==> config.mk <==
export PLATFORM = sky130hd
export DESIGN_NAME = fetch_ctrl
export DESIGN_NICKNAME = d
export VERILOG_FILES = /design/src/rtl/fetch_ctrl.sv
export SDC_FILE = /design/constraint.sdc
export NUM_CORES = 1
export LEC_CHECK = 0
export CAP_MARGIN = 20
export CORE_MARGIN = 3
export CORE_UTILIZATION = 46
export DETAILED_ROUTE_END_ITERATION = 10
export HOLD_SLACK_MARGIN = 0.06
export PLACE_DENSITY = 0.85
export SYNTH_ARGS = -nofsm -noshare
export SYNTH_HDL_FRONTEND = slang
export SYNTH_SLANG_ARGS = --single-unit
export TNS_END_PERCENT = 30
==> constraint.sdc <==
create_clock -name clk -period 2.6 [get_ports clk]
set_input_delay 0.26 -clock clk [delete_from_list [all_inputs] [get_ports clk]]
set_output_delay 0.26 -clock clk [all_outputs]
set_load 0.01 [all_outputs]
==> src/rtl/fetch_ctrl.sv <==
// fetch_ctrl: program counter and fetch sequencer with start/done handshake
// Ports:
//   clk, rst_n            clock, asynchronous active-low reset
//   start, start_addr     launch pulse and entry address (IDLE only)
//   inst                  instruction from ROM for the current iptr
//   stall                 freezes iptr and counter in RUN
//   flag_eq/lt/gt         compare flags read in the branch's own cycle
//   iptr                  instruction address to the ROM
//   inst_valid            inst executes this cycle
//   done                  one-cycle pulse after a done instruction retires
//   busy                  high in RUN
//   inst_count            instructions retired since the last start (saturating)
module fetch_ctrl #(
  parameter int AW = 9,
  parameter int IW = 20,
  parameter int CW = 16
) (
  input  logic          clk,
  input  logic          rst_n,
  input  logic          start,
  input  logic [AW-1:0] start_addr,
  input  logic [IW-1:0] inst,
  input  logic          stall,
  input  logic          flag_eq,
  input  logic          flag_lt,
  input  logic          flag_gt,
  output logic [AW-1:0] iptr,
  output logic          inst_valid,
  output logic          done,
  output logic          busy,
  output logic [CW-1:0] inst_count
);
  typedef enum logic [1:0] {IDLE, RUN, HALT} state_t;
  state_t state;
  logic [4:0] op;
  logic [AW-1:0] off;
  logic taken, is_done;
  assign op = inst[IW-1 -: 5];
  // sign-extend (or truncate) the 15-bit offset to the address width
  assign off = AW'($signed(inst[14:0]));
  assign taken = (op == 5'b00111 && flag_eq) || (op == 5'b01000 && flag_lt) ||
                 (op == 5'b01001 && flag_gt) || op == 5'b01010;
  assign is_done = op == 5'b01110;
  assign busy = state == RUN;
  assign inst_valid = busy && !stall;
  always_ff @(posedge clk or negedge rst_n) begin
    if (!rst_n) begin
      state <= IDLE;
      iptr <= '0;
      inst_count <= '0;
      done <= 1'b0;
    end else begin
      done <= 1'b0;
      case (state)
        IDLE: if (start) begin
          iptr <= start_addr;
          inst_count <= '0;
          state <= RUN;
        end
        RUN: if (!stall) begin
          inst_count <= &inst_count ? inst_count : inst_count + CW'(1);
          if (is_done) begin
            done <= 1'b1;
            state <= HALT;
          end else begin
            iptr <= iptr + (taken ? off : AW'(1));
          end
        end
        HALT: state <= IDLE;
        default: state <= IDLE;
      endcase
    end
  end
endmodule

Yosys cells after proc, flatten, opt, wreduce, memory -nomap -nowiden

Index checks and enable logic that the tools add are counted.

Reductions and logical operators: 14
Equality and inequality tests: 11
Mux-type cells: 16
Add/sub/neg operators: 2

Operators with widths:

| cell                                                                     | number |
|---|---|
| 16-bit two-way mux                                                       | 3 |
| 9-bit two-way mux                                                        | 4 |
| 16-bit case mux with 2 select lines                                      | 1 |
| 5-bit by 4-bit equality test with 1-bit output (second input constant)   | 4 |
| 9-bit case mux with 2 select lines                                       | 1 |
| 16-bit by 1-bit adder with 16-bit output (second input constant)         | 1 |
| 16-bit AND reduction                                                     | 1 |
| 9-bit adder                                                              | 1 |
| 2-bit inequality test (second input constant)                            | 4 |
| 4-bit AND reduction                                                      | 2 |
| 2-bit two-way mux                                                        | 3 |
| 5-bit by 3-bit equality test with 1-bit output (second input constant)   | 1 |
| 1-bit logical AND                                                        | 4 |
| 2-bit case mux with 2 select lines                                       | 1 |
| 1-bit logical OR                                                         | 3 |
| 1-bit two-way mux                                                        | 3 |
| 3-bit AND reduction                                                      | 1 |
| 2-bit by 1-bit equality test with 1-bit output (second input constant)   | 1 |
| 2-bit logical NOT                                                        | 1 |
| 2-bit by 1-bit inequality test with 1-bit output (second input constant) | 1 |
| 2-bit nonzero test                                                       | 1 |
| 1-bit logical NOT                                                        | 1 |

Word-level logic and storage cells: 47
Bits in registers: 28
Bits of input ports: 36
Output and inout bits: 28

Depth between registers and ports, before layout

Gate-level depths: netlist of the first run.

Word-level depth: 10
Gate-level depth with buffers: 12
Gate-level depth less buffers: 12

Worst setup path after synthesis of the first run

OpenSTA, ideal clock, no wires.

Kind: input-to-reg
Start: input inst[15]
End: register iptr[8]
Path buffers: 0
Cell stages on the path: 9
Slack: 297 ps
Library setup time: 90 ps
Data arrival time: 2213 ps
Required time: 2510 ps
Cells stage by stage: and4b_1 > o211a_1 > and2_1 > ha_1 > nor2b_1 > o2111a_1 > o32ai_1 > xnor3_1 > o221ai_1

Longest elaborated chain between the ends: 10
Elaborated cells between the ends (all ways): 18
Those cells by class: 1 x add/sub; 6 x eq/ne; 4 x mux; 7 x reduce/logical

RTL lines:

| item                                                                                                                    | RTL line | RTL |
|---|---|---|
| start, declared                                                                                                         | 22       | `input logic [IW-1:0] inst,` |
| 5-bit by 3-bit equality test with 1-bit output / 5-bit by 4-bit equality test with 1-bit output (equally long branches) | 41       | `assign taken = (op == 5'b00111 && flag_eq) \|\| (op == 5'b01000 && flag_lt) \|\|` |
| 1-bit logical AND                                                                                                       | 41       |  |
| 1-bit logical OR (2 in a row)                                                                                           | 41       |  |
| 1-bit logical OR                                                                                                        | 42       | `(op == 5'b01001 && flag_gt) \|\| op == 5'b01010;` |
| 9-bit two-way mux                                                                                                       | 66       | `iptr <= iptr + (taken ? off : AW'(1));` |
| 9-bit adder                                                                                                             | 66       |  |
| 9-bit two-way mux                                                                                                       | 62       | `if (is_done) begin` |
| 9-bit two-way mux                                                                                                       | 60       | `RUN: if (!stall) begin` |
| 9-bit case mux with 2 select lines                                                                                      | 54       | `case (state)` |
| end signal, assigned                                                                                                    | 56       | `iptr <= start_addr;` |
| end signal, assigned                                                                                                    | 66       |  |
| end, declared                                                                                                           | 27       | `output logic [AW-1:0] iptr,` |

Parallel ways exist; a longest one is shown, timed or not. The select of a mux whose other input is x is not followed.
A chain may end at the register's enable or synchronous reset.

Worst setup path after layout of the first run

Start: input flag_eq
End: register iptr[6]

Longest elaborated chain between the ends: 9

RTL lines:

| item                               | RTL line | RTL |
|---|---|---|
| start, declared                    | 24       | `input logic flag_eq,` |
| 1-bit logical AND                  | 41       |  |
| 1-bit logical OR (2 in a row)      | 41       |  |
| 1-bit logical OR                   | 42       |  |
| 9-bit two-way mux                  | 66       |  |
| 9-bit adder                        | 66       |  |
| 9-bit two-way mux                  | 62       |  |
| 9-bit two-way mux                  | 60       |  |
| 9-bit case mux with 2 select lines | 54       |  |

No other way between the ends. The select of a mux whose other input is x is not followed.

==> results of run 1 <==
[power groups by stage]
stage	clock, W	sequential [W]	combinational, W
detailed placement	0	0.000671	0.00112
CTS	0.000355	0.000666	0.00114
finish	0.000354	0.000668	0.00119
floorplan	0	0.000682	0.000598
global route	0.000370	0.000685	0.00131
global placement	0	0.000670	0.00109
[synth_stat cells (4+ instances only)]
master     n  area (um2)
a21oi_1   14       70.07
a31oi_1    6       37.54
and2_1     6       37.54
and3_1     4       25.02
dfrtp_1   28       700.7
ha_1       9       112.6
inv_1      8       30.03
nand2_1   20       75.07
nand2b_1   9       56.30
nand3_1   15       75.07
nor2_1    16       60.06
nor3_1     4       20.02
o21a_1     5       37.54
o21ai_0   14       70.07
o31ai_1    5       37.54
or3_1      9       56.30
[state kept, by name, indices dropped and copies added, names as in the netlist]
name and cells:
iptr 9, state 2, done 1, inst_count 16
[path summary, 6_finish.rpt]
check	start	to	slack, ps	cells after the start
max	flag_eq	iptr[6]	70	10
min	rst_n	inst_count[6]	350	2
max reg2reg	inst_count[0]	inst_count[0]	460	6
min reg2reg	iptr[7]	iptr[7]	550	2
max in group asynchronous	rst_n	iptr[4]	1970	2
min in group clk	inst[17]	done	500	3
[cell type report]
| type | instances | area [um2] | share of cell area (%) |
|---|---|---|---|
| clock buffer | 3 | 41.29 | 1.463 |
| clock inverter | 1 | 30.03 | 1.064 |
| inverter | 8 | 30.03 | 1.064 |
| multi-input combinational | 174 | 1211 | 42.91 |
| sequential | 28 | 700.7 | 24.82 |
| tap | 48 | 60.06 | 2.128 |
| timing repair buffer | 80 | 749.5 | 26.55 |
[layout by cell type, fill, tap and decap left out, types with 4 or more instances in the layout]
cell             synthesis  routed
a21oi_1                 14      13
a31oi_1                  6       6
and2_1                   6       6
and3_1                   4       4
buf_4                    0      23
clkdlybuf4s50_1          0      53
dfrtp_1                 28      28
ha_1                     9       8
inv_1                    8       8
nand2_1                 20      20
nand2b_1                 9       7
nand3_1                 15      15
nor2_1                  16      16
nor3_1                   4       4
o21a_1                   5       5
o21ai_0                 14      13
o31ai_1                  5       5
or3_1                    9       8
[kinds of logic after synthesis]
group | after synthesis
compound gates | 63
xor+xnor | 7
fa+ha+maj | 10
buf+inv | 12
flops | 28
simple gates | 94
[per-stage QoR]
stage | hold slack (ps) | power, W
after global routing | 406.5 | 0.002360
after floorplan | -35.59 | 0.001279
after global placement | 530.1 | 0.001756
after detailed placement | 527.2 | 0.001788
after CTS | 369.8 | 0.002156
final | 349.5 | 0.002207
[what timing repair did]
item,in CTS,in global routing
setup endpoints to repair,2,5
pin swaps,0,5
hold buffers,0,0
buffers inserted,1,1
gates resized for setup,3,16
[worst max-delay path, stage by stage]
cell and delay (ps):
clkdlybuf4s50_1 400, and4b_1 220, o211a_4 260, and2_1 170, ha_1 290, nor2b_2 170
o2111a_2 300, or4_4 430, nand3_1 110, a31oi_1 80
[metal layers]
layer | GRT usage, % | up-vias | wire length [um]
met5 | 0 | - | 0
met4 | 2.979 | 0 | 71
met3 | 3.022 | 7 | 300
met2 | 36.20 | 71 | 2534
met1 | 31.80 | 953 | 2500
li1 | - | 949 | -
==> results.md, run 1 <==
- Int Power: 0.001373 W
- fin. max-slew vios: 0
- post-detail-place hpwl: 3.770 mm
- floorplan row count: 22
- violation count after the first detailed-route iteration: 166
- maximum buffer depth of the clock tree: 2
- Avg Synthesized Cell Area: 8.823 um2
- syn nets: 260
- worst-case setup margin in the final layout: 66.07 ps
- adder-cell area share of the yosys netlist: 7.025%
- pin slew with the least headroom to its limit: 685.8 ps
- final estimated routing congestion in global placement: 0.8544
- pwr dens: 781.8 nW/um2
- Comb pwr share: 53.7%
- # port buffers: 57
- fin util: 74.31%
- remaining global-route overflow: 0
- critical path start-end classification: in -> reg
- H-Tree Depth: 1
- DRC Markers: 0
- detailed-router iteration count before antenna repair: 4
- setup slack at placement: -386.6 ps
- Leakage: 1.219 nW
- post-synthesis async set-or-reset flop share: 100.0%
- worst min-delay path category: in -> async
- placed instance count: 336
- share of synthesized area occupied by flip-flops and latches: 37.11%
- element type at the critical path end: register
- routed wirelength normalized by instance count: 15.81 um
- instance count of the mapped netlist: 214
- fin nets: 341
- FF+latch count, synth: 28
- maximum achievable frequency: 394.6 MHz
- # fillers: 280
- clock slew at the register clock pins of the worst setup and hold paths: 110 ps
- final worst path period share: 97.46%
- maximum number of pins on one net before global-route repair: 29
- number of distinct library cells after synthesis: 45
- clock sink count: 28
- worst-skew pair later-pin latency: 280 ps
- via count of the first global-routing pass: 1871
- clock group share of total power: 16.0%
- final std cell area, no fill: 2823 um2
- Crit Path Max Fanout: 7
- Core Region: 3799 um2
- Synth Area in Compound Gates: 22.86%
- Die Y-Extent: 70.07 um
- global router's overall resource usage: 22.09%
- summed negative setup slack over all endpoints: 0 ps
- post-synthesis instance area: 1888 um2
- final count of hold timing violations: 0
- effective utilization at floorplan: 49.70%
- final-report setup violation count: 0
- critical path data required time: 2770 ps
- Worst Path Arrival: 2710 ps
- fraction of final layout cells with drive strength greater than 1: 14.97%
- antenna diode count: 0
- total CTS buffers: 3
- wire length reported by the detailed router: 5.407 mm
- switching part of the total power: 37.78%
- library cell used as clock root buffer: clkbuf_8
- per-cell via count in the routed design: 5.789
- run status: completed
- multiplexer share of the synthesized area: 0%
- num ports: 64
- launching element type of the critical path: input port
- antenna violations before repair: 0
- vias post-DR: 1980
- warning count from the yosys run: 0
- relative slew slack: 53.89%
- Total Die Area: 4909 um2
- Post-Synth Simple-Gate Area: 26.24%
- Die W: 70.07 um
- clock period minus worst slack: 2534 ps
- TritonCTS clock tree: built
- MaxCap Viol Count: 0
- switching pwr: 0.0008338 W
- main flop type after synthesis: dfrtp_1
- synthesis-to-layout area growth: 49.50%
- largest vdd supply drop: 0.5619 mV
- dpl cell area: 2654 um2
- number of enable flip-flop cells after synthesis: 0
- ANT nets after route: 0
- parity-gate share of the synthesized area counting xor and xnor cells: 3.976%
- global-route wire length before repair: 8.983 mm
- largest family of logic cells by synthesized area: simple AND/OR/NAND/NOR gates
- register share of total power: 30.3%
- final clock skew: 8.692 ps
- Finished Layout Cells: 342
Note: power is estimated with default switching activity, not from simulation.
==> run 2: changes to the inputs <==
--- a/config.mk
+++ b/config.mk
@@ -7,10 +7,12 @@
 export LEC_CHECK = 0
 export CAP_MARGIN = 20
 export CORE_MARGIN = 3
-export CORE_UTILIZATION = 46
+export CORE_UTILIZATION = 49
+export CTS_CLUSTER_SIZE = 16
 export DETAILED_ROUTE_END_ITERATION = 10
+export GPL_TIMING_DRIVEN = 0
 export HOLD_SLACK_MARGIN = 0.06
-export PLACE_DENSITY = 0.85
+export PLACE_DENSITY = 0.89
 export SYNTH_ARGS = -nofsm -noshare
 export SYNTH_HDL_FRONTEND = slang
 export SYNTH_SLANG_ARGS = --single-unit
==> constraint.sdc (replaced) <==
create_clock -name clk -period 3.05 [get_ports clk]
set_input_delay 0.305 -clock clk [delete_from_list [all_inputs] [get_ports clk]]
set_output_delay 0.305 -clock clk [all_outputs]
set_load 0.01 [all_outputs]
==> run 2 against run 1 <==
  * Flip-flop and latch count stayed put
  * Combinational power is 23% lower
  * Routed wire length is 8.0% lower
  * Clock power is 18% lower
  * Hold slack better by 89 ps
  * Register-to-register slack better by 440 ps
==> results.md, run 2 (same netlist as run 1, synthesis figures left out) <==
- final clock skew: 4.386 ps
- critical path start-end classification: in -> reg
- effective utilization at floorplan: 53.62%
- final total power: 0.001765 W
- critical path startpoint: inst[18]
- largest vdd supply drop: 0.5812 mV
- maximum buffer depth of the clock tree: 2
- final estimated routing congestion in global placement: 0.7941
- pwr dens: 678.2 nW/um2
- Finished Layout Cells: 322
- routed wirelength normalized by instance count: 15.44 um
- run status: completed
- critical path data required time: 3250 ps
- dpl cell area: 2531 um2
- Die W: 68.08 um
- Regs by FF count: inst_count x16, iptr x9, state x2
- clock sink count: 28
- final-report setup violation count: 0
- final std cell area, no fill: 2603 um2
- relative slew slack: 53.35%
- worst-skew pair later-pin latency: 280 ps
- H-Tree Depth: 1
- via count of the first global-routing pass: 1783
- final count of hold timing violations: 0
- floorplan row count: 21
- post-detail-place hpwl: 3.802 mm
- maximum achievable frequency: 351.9 MHz
- most common cell after layout, fill and taps aside: clkdlybuf4s50_1
- element type at the critical path end: register
- worst min-delay path category: in -> async
- Leakage: 1.088 nW
- Core Region: 3521 um2
- reg-to-reg critical path startpoint: inst_count[0]
- MaxCap Viol Count: 0
- final worst path period share: 93.16%
- Post-CTS Setup Inserts: 0
- Die Y-Extent: 68.08 um
- placed instance count: 318
- fraction of final layout cells with drive strength greater than 1: 3.986%
- vias post-DR: 1874
- violation count after the first detailed-route iteration: 129
- num ports: 64
- pin slew with the least headroom to its limit: 697.6 ps
- remaining global-route overflow: 0
- TritonCTS clock tree: built
- Total Die Area: 4634 um2
- longest individual stage delay on the worst path: 510 ps
- global-route wire length before repair: 8.190 mm
- clock slew at the register clock pins of the worst setup and hold paths: 100 ps
- area of the multi-input gates: 1135 um2
- per-cell via count in the routed design: 5.820
- total CTS buffers: 3
- fin nets: 323
- cell with the largest stage delay on the worst path: clkdlybuf4s50_1
- launching element type of the critical path: input port
- antenna violations before repair: 0
- ANT nets after route: 0
- buffer and inverter count on the worst path: 1
- wire length reported by the detailed router: 4.972 mm
- global router's overall resource usage: 22.99%
- FF/Latch Area: 700.7 um2
- register ranked first by flip-flop count: inst_count
- # port buffers: 57
- CTS Hold Buffers Added: 0
- Crit Path Max Fanout: 8
- antenna diode count: 0
- CP cell instances: clkdlybuf4s50_1, and4b_1, o211a_1, and2_1, ha_1, nor2b_1, o2111a_1, o32ai_1, xnor3_1, o221ai_1
- max FFs per register: 16
- fin. max-slew vios: 0
- summed negative setup slack over all endpoints: 0 ps
- RSZ-0062 raised after global routing: no
- detailed-router iteration count before antenna repair: 4
- DRC Markers: 0
- Worst Path Arrival: 3040 ps
- clock period minus worst slack: 2841 ps
- library cell used as clock root buffer: clkbuf_8
- # resized after CTS: 0
- synthesis-to-layout area growth: 37.84%
- maximum number of pins on one net before global-route repair: 17
- kind of cell adding the most delay to the critical path: compound AO/OA/AOI/OAI gates
- top library cells by usage in the layout, fill and taps aside: clkdlybuf4s50_1 (57), dfrtp_1 (28), nand2_1 (20)
- # fillers: 292
[run 2: cell types whose count changed in the layout (fill, tap and decap cells not counted), moves of 2 or more]
cell / change
buf_4: -23
clkbuf_1: +3
clkdlybuf4s50_1: +4
dlymetal6s2s_1: -3
nand2b_1: +2
nand2b_4: -2
[run 2: worst paths after layout]
| check | endpoint | slack, ps | depth (start not counted) |
|---|---|---|---|
| setup / recovery | iptr[8] | 210 | 10 |
| setup reg to reg | inst_count[0] | 900 | 6 |
| max in group asynchronous | inst_count[13] | 2070 | 2 |
| min in group clk | iptr[5] | 560 | 2 |
| hold / removal | inst_count[3] | 440 | 1 |
| hold reg to reg | iptr[5] | 560 | 2 |
[run 2: worst reg2reg max path: cells and delay by family (launching register included)]
kind | cells | cell delay, ps
flip-flops | 1 | 440
AND/OR/NAND/NOR | 3 | 690
adder cells (fa/ha/maj) | 1 | 260
AO/OA/AOI/OAI | 2 | 650
[run 2: report_power, final]
part	internal [W]	switching, W	total [W]
sequential	0.000464	0.0000867	0.000551
combinational	0.000458	0.000465	0.000922
clock	0.000176	0.000116	0.000292
total	0.00110	0.000667	0.00176
[run 2: cell type report]
type	count	share of cell area, %
Multi-Input combinational cell	174	43.61
Buffer	4	0.8654
Timing Repair Buffer	58	22.50
Clock inverter	1	1.154
Inverter	8	1.154
Sequential cell	28	26.92
Clock buffer	3	1.587
Tap cell	46	2.212
[run 2: metal layers]
metal,vias up,wire length (um),track usage [%]
met5,-,0,0
met1,883,2172,31.48
met2,63,2425,37.79
met3,9,318,4.105
li1,919,-,-
met4,0,56,5.211
[run 2: metrics by stage]
step / hold slack, ps / setup WS, ps / utilization (%)
after floorplan: 9.409 / 701.6 / -
after global placement: 530.9 / -8.268 / 71.46
after detailed placement: 534.6 / -59.46 / 71.89
after CTS: 462.1 / 217.3 / 73.92
after global routing: 472.6 / 22.02 / 73.92
final: 438.3 / 208.6 / 73.92
==> run 3: changes to the inputs <==
--- a/config.mk
+++ b/config.mk
@@ -5,13 +5,14 @@
 export SDC_FILE = /design/constraint.sdc
 export NUM_CORES = 1
 export LEC_CHECK = 0
-export CAP_MARGIN = 20
 export CORE_MARGIN = 3
 export CORE_UTILIZATION = 49
+export CTS_CLUSTER_DIAMETER = 100
 export CTS_CLUSTER_SIZE = 16
 export DETAILED_ROUTE_END_ITERATION = 10
 export GPL_TIMING_DRIVEN = 0
 export HOLD_SLACK_MARGIN = 0.06
+export MAX_ROUTING_LAYER = met4
 export PLACE_DENSITY = 0.89
 export SYNTH_ARGS = -nofsm -noshare
 export SYNTH_HDL_FRONTEND = slang
==> run 3 against run 2 <==
  * First-iteration DRC count is 2.3% lower
  * Sequential power hardly changed
  * Non-clock buffer count is 1 lower
  * Clock skew is 2.0 ps lower
  * Critical path type unchanged
  * Largest power group unchanged
  * Highest routed layer unchanged
  * Global-route usage is 0.22 points lower
  * Critical endpoint unchanged
==> results.md, run 3 (same netlist as run 1, synthesis figures left out) <==
- run status: completed
- relative slew slack: 57.59%
- worst-skew pair later-pin latency: 270 ps
- launching element type of the critical path: input port
- ANT nets after route: 0
- H-Tree Depth: 1
- per-cell via count in the routed design: 5.872
- Regs by FF count: inst_count x16, iptr x9, state x2
- maximum number of pins on one net before global-route repair: 29
- global-route wire length before repair: 7.866 mm
- RSZ-0062 raised after global routing: no
- violation count after the first detailed-route iteration: 126
- Die W: 68.08 um
- MaxCap Viol Count: 0
- fin util: 73.56%
- final std cell area, no fill: 2590 um2
- maximum achievable frequency: 353.5 MHz
- pwr dens: 677.5 nW/um2
- dpl cell area: 2516 um2
- total CTS buffers: 3
- DRC Markers: 0
- num ports: 64
- critical path startpoint: inst[18]
- Crit Path Max Fanout: 8
- max FFs per register: 16
- final clock skew: 2.429 ps
- global routing's busiest layer: met2
- # port buffers: 57
- final-report setup violation count: 0
- via count of the first global-routing pass: 1756
- Core Region: 3521 um2
- critical path data required time: 3240 ps
- antenna violations before repair: 0
- met1 Track Usage GR: 29.87%
- Worst Path Arrival: 3020 ps
- Post-CTS Setup Inserts: 0
- critical path start-end classification: in -> reg
- # resized after CTS: 0
- wire length reported by the detailed router: 4.816 mm
- remaining global-route overflow: 0
- register ranked first by flip-flop count: inst_count
- grt met3 use: 3.777%
- detailed-router iteration count before antenna repair: 4
- CTS Hold Buffers Added: 0
- fin. max-slew vios: 0
- antenna diode count: 0
- fraction of final layout cells with drive strength greater than 1: 4.364%
- vias post-DR: 1885
- pin slew with the least headroom to its limit: 630.8 ps
- maximum buffer depth of the clock tree: 2
- Total Die Area: 4634 um2
- fin nets: 322
- most common cell after layout, fill and taps aside: clkdlybuf4s50_1
- GR Util met2: 35.98%
- global router's overall resource usage: 22.78%
- element type at the critical path end: register
- synthesis-to-layout area growth: 37.18%
- TritonCTS clock tree: built
- top library cells by usage in the layout, fill and taps aside: clkdlybuf4s50_1 (56), dfrtp_1 (28), nand2_1 (20)
- clock slew at the register clock pins of the worst setup and hold paths: 90 ps
- final count of hold timing violations: 0
- post-detail-place hpwl: 3.692 mm
- Leakage: 1.075 nW
- effective utilization at floorplan: 53.62%
- library cell used as clock root buffer: clkbuf_8
- Die Y-Extent: 68.08 um
- reg-to-reg critical path startpoint: inst_count[0]
- largest vdd supply drop: 0.5996 mV
- clock sink count: 28
- final estimated routing congestion in global placement: 0.8054
- routed wirelength normalized by instance count: 15.00 um
- floorplan row count: 21
- clock period minus worst slack: 2829 ps
- final worst path period share: 92.74%
- worst min-delay path category: in -> async
run 3: stage by stage:
stage / setup WS (ps) / setup TNS, ps / cells / total power [W] / hold WS (ps)
floorplan: 701.6 / 0 / 214 / 0.001091 / 9.409
global placement: -8.268 / -8.268 / 317 / 0.001433 / 530.9
detailed placement: -66.41 / -99.03 / 317 / 0.001459 / 535.3
CTS: 172.4 / 0 / 321 / 0.001755 / 558.5
global route: 53.31 / 0 / 321 / 0.001887 / 68.15
finish: 221.3 / 0 / 321 / 0.001755 / 33.31
run 3: worst paths after layout:
check / cells after the start / end / slack (ps)
max in group asynchronous: 1 / iptr[8] / 2610
worst max register to register: 6 / inst_count[2] / 950
worst max-delay path: 10 / iptr[8] / 220
min in group clk: 2 / iptr[5] / 550
worst min-delay path: 1 / inst_count[0] / 30
worst min register to register: 2 / iptr[5] / 550
run 3: worst max-delay path: stages:
cell and delay, ps:
clkdlybuf4s50_1 510, and4b_1 250, o211a_4 290, and2_1 160
ha_1 300, nor2b_1 170, o2111a_1 280, o32ai_1 350
xnor3_1 260, o221ai_1 140
run 3: power by group:
group          internal (W)  switching, W  total (W)  leakage, nW
sequential         0.000464     0.0000864   0.000551        0.362
clock              0.000176      0.000115   0.000291       0.0357
combinational      0.000455      0.000459   0.000913        0.677
total               0.00109      0.000660    0.00175         1.07
run 3: cell type report:
| class | count | area [um2] |
|---|---|---|
| Inverter | 8 | 30.03 |
| Timing Repair Buffer | 57 | 565.5 |
| Tap cell | 46 | 57.56 |
| Multi-Input combinational cell | 174 | 1142 |
| Clock inverter | 1 | 30.03 |
| Fill cell | 297 | 930.9 |
| Buffer | 4 | 22.52 |
| Clock buffer | 3 | 41.29 |
| Sequential cell | 28 | 700.7 |
run 3: layer usage:
layer / up-vias / routed length [um]
met5: - / 0
met4: 0 / 59
met3: 9 / 326
met2: 67 / 2286
met1: 897 / 2144
li1: 912 / -
==> edit 1 (config.mk and constraints of run 1) <==
Encoding of `state_t`: now one-hot (3 bits for 3 states).
--- a/src/rtl/fetch_ctrl.sv
+++ b/src/rtl/fetch_ctrl.sv
@@ -32,3 +32,3 @@
 );
-  typedef enum logic [1:0] {IDLE, RUN, HALT} state_t;
+  typedef enum logic [2:0] {IDLE = 3'b001, RUN = 3'b010, HALT = 3'b100} state_t;
   state_t state;
Check against the original RTL: same outputs for any inputs over 10 cycles, from zero or initial values and one cycle with rst_n low; not proved beyond that.
==> edit 1 against run 1 <==
First-iteration DRC count decreased by 11%. Wire length grew 4.9%. Area after synthesis is 8.5% higher. Final area up 7.4%. Setup slack got worse by 0.023 ns. Power decreased by 1.7%. Register-to-register slack got worse by 0.08 ns. Via count rose by 4.0%. Sequential cell count is 1 higher. Worst hold slack improved by 0.020 ns. Highest routed layer unchanged.
==> edit 1: results (changes against run 1) <==
[run_status]
status=completed  ; unchanged

[placement]
hpwl_um=3710  ; was 3770 um

[global_routing]
grtUsageMet3=0.0702  ; was 0.0302
grt_pass1_wl_um=9070  ; was 8980 um
grt_use_total=0.222  ; was 0.221
met2_usage=0.369  ; was 0.362

[final_layout]
clkbuf_count=8  ; was 3
final_layout_size_suffix_gt1_frac=0.242  ; was 0.150
nNonClkBuffers=83  ; was 80
finalNetCount=351  ; was 341
clk_share=0.0297  ; was 0.0253
multi_input_area_um2=1350  ; was 1210 um2
reg_top3=inst_count x16, iptr x9, state x3  ; was inst_count x16, iptr x9, state x2

[power]
ir_drop_uv=482  ; was 562 uV
switching_share=0.381  ; was 0.378

[setup_path]
critPathMaxStageDelay_ns=0.39  ; was 0.43 ns
r2r-end=iptr[7]$_DFFE_PN0P_  ; was inst_count[0]$_DFFE_PN0P_
critPathLaunch=inst[16]  ; was flag_eq
cp_data_arrival_time_ns=2.67  ; was 2.71 ns
cp_max_fo=5  ; was 7

[routing]
vias=2059  ; was 1980
wl_met2_um=2830  ; was 2530 um
met3WireLength_um=383  ; was 300 um

[clock_network]
cts_buffers=5  ; was 3

[synthesis]
yosysSeqAreaShare=0.355  ; was 0.371
synth_xor_area_frac=0.0214  ; was 0.0398
synth_area_leaders=dfrtp_1 (34%), ha_1 (5.5%), o21ai_0 (4.4%)  ; was dfrtp_1 (37%), ha_1 (6.0%), nand2_1 (4.0%)
synth.avg_cell_area_um2=9.23  ; was 8.82 um2
yosys-top-cells-count=dfrtp_1 (28), nor2_1 (19), o21ai_0 (18)  ; was dfrtp_1 (28), nand2_1 (20), nor2_1 (16)

[timing]
worst_pin_slew_ns=0.778  ; was 0.686 ns

-- edit 1: stage by stage --
step	TNS [ns]	hold slack (ns)	setup slack, ns	area [um2]
after global routing	-0.0942	0.393	-0.0331	3030
final	0	0.370	0.0431	3030
after detailed placement	-1.96	0.523	-0.496	2780
after CTS	-0.000734	0.380	-0.000734	2950
after global placement	-1.38	0.521	-0.376	2780
after floorplan	0	-0.0356	0.00566	2050
-- edit 1: what timing repair did --
item,4_1_cts,5_1_grt
gates resized for setup,20,18
endpoints found under the setup margin,3,5
setup buffers,3,3
pin swaps,13,10
hold buffers,0,0
-- edit 1: power groups by stage --
stage / registers, W / clock network [W] / logic, W
after floorplan: 0.000658 / 0 / 0.000554
after global placement: 0.000639 / 0 / 0.000961
after detailed placement: 0.000640 / 0 / 0.000993
after CTS: 0.000639 / 0.000398 / 0.00105
after global routing: 0.000657 / 0.000413 / 0.00124
final: 0.000648 / 0.000388 / 0.00113
==> edit 2 (config.mk and constraints of run 1) <==
Made on the original files. `CW`: 16 -> 15.
--- a/src/rtl/fetch_ctrl.sv
+++ b/src/rtl/fetch_ctrl.sv
@@ -15,3 +15,3 @@
   parameter int IW = 20,
-  parameter int CW = 16
+  parameter int CW = 15
 ) (
Ports: changed (resized inst_count); port bits go from 64 to 63. No check against the original RTL was run, so the function may have changed too.
==> edit 2 against run 1 <==
Setup slack worse by 0.055 ns. Worst hold slack improved by 0.012 ns. Largest cell class unchanged. Power is 11% lower. Area after synthesis decreased by 5.2%. Sequential cell count fell by 1. Final area decreased by 6.9%. Final cell count is 5.3% lower. Wire length fell by 14%.
==> edit 2: results (changes against run 1) <==
[placement]
hpwl_um=3540  ; was 3770 um
placed_area_um2=2560  ; was 2650 um2

[global_routing]
grt_use_total=0.216  ; was 0.221
grt_pass1_wl_um=7710  ; was 8980 um
grtUsageMet3=0.0361  ; was 0.0302
met2_usage=0.379  ; was 0.362
met1_usage=0.248  ; was 0.318

[synthesis]
synth.net_count=245  ; was 260
syn_area_um2=1790  ; was 1890 um2
yosys-top-cells-count=dfrtp_1 (27), nor2_1 (26), nand2_1 (24)  ; was dfrtp_1 (28), nand2_1 (20), nor2_1 (16)
synth_area_leaders=dfrtp_1 (38%), ha_1 (6.3%), xor2_1 (5.9%)  ; was dfrtp_1 (37%), ha_1 (6.0%), nand2_1 (4.0%)

[routing]
viasPerCell=5.32  ; was 5.79
met3WireLength_um=192  ; was 300 um

[setup_path]
critPathLaunch=inst[16]  ; was flag_eq
critPathMaxStageDelay_ns=0.33  ; was 0.43 ns
crit_end=iptr[8]$_DFFE_PN0P_  ; was iptr[6]$_DFFE_PN0P_
cp_max_fo=4  ; was 7
timing.rr.start=iptr[0]$_DFFE_PN0P_  ; was inst_count[0]$_DFFE_PN0P_
ff2ff_setup_slack_ns=0.55  ; was 0.46 ns

[timing]
finClkSkew_ns=0.00162  ; was 0.00869 ns
worst_pin_slew_ns=0.411  ; was 0.686 ns

[final_layout]
nMultiInputCombCells=159  ; was 174
fill_cells=298  ; was 280
finalNetCount=323  ; was 341
nNonClkBuffers=77  ; was 80
regArea_um2=676  ; was 701 um2
reg_top3=inst_count x15, iptr x9, state x2  ; was inst_count x16, iptr x9, state x2
inverters=9  ; was 8
final_layout_size_suffix_gt1_frac=0.181  ; was 0.150
clkbuf_count=4  ; was 3

[power]
power_clock_w=0.000249  ; was 0.000354 W
power_density_nw_per_um2=746  ; was 782 nW/um2

[run_status]
status=completed  ; unchanged

-- edit 2: changes by cell type in the layout (fill, tap and decap cells not counted), sizes merged, moves of 7 or more --
cell / run 1 / this run
nor2: 16 / 26
o21ai: 16 / 6
nand3: 15 / 6
xor2: 3 / 12
or3: 9 / 2
-- edit 2: cells by family after synthesis --
group,after synthesis,synth area share
AND/OR/NAND/NOR,89,0.254
AO/OA/AOI/OAI,42,0.177
flip-flops,27,0.377
XOR/XNOR,17,0.0832
buffers and inverters,13,0.0287
adder cells (fa/ha/maj),10,0.0741
multiplexers,1,0.00559
-- edit 2: stage by stage --
stage | util | std cells | setup WS, ns
2_1_floorplan | - | 199 | -0.0822
3_3_place_gp | 0.689 | 318 | -0.488
3_5_place_dp | 0.689 | 318 | -0.550
4_1_cts | 0.705 | 324 | -0.000894
5_1_grt | 0.707 | 324 | -0.0956
6_report | 0.707 | 324 | 0.0109
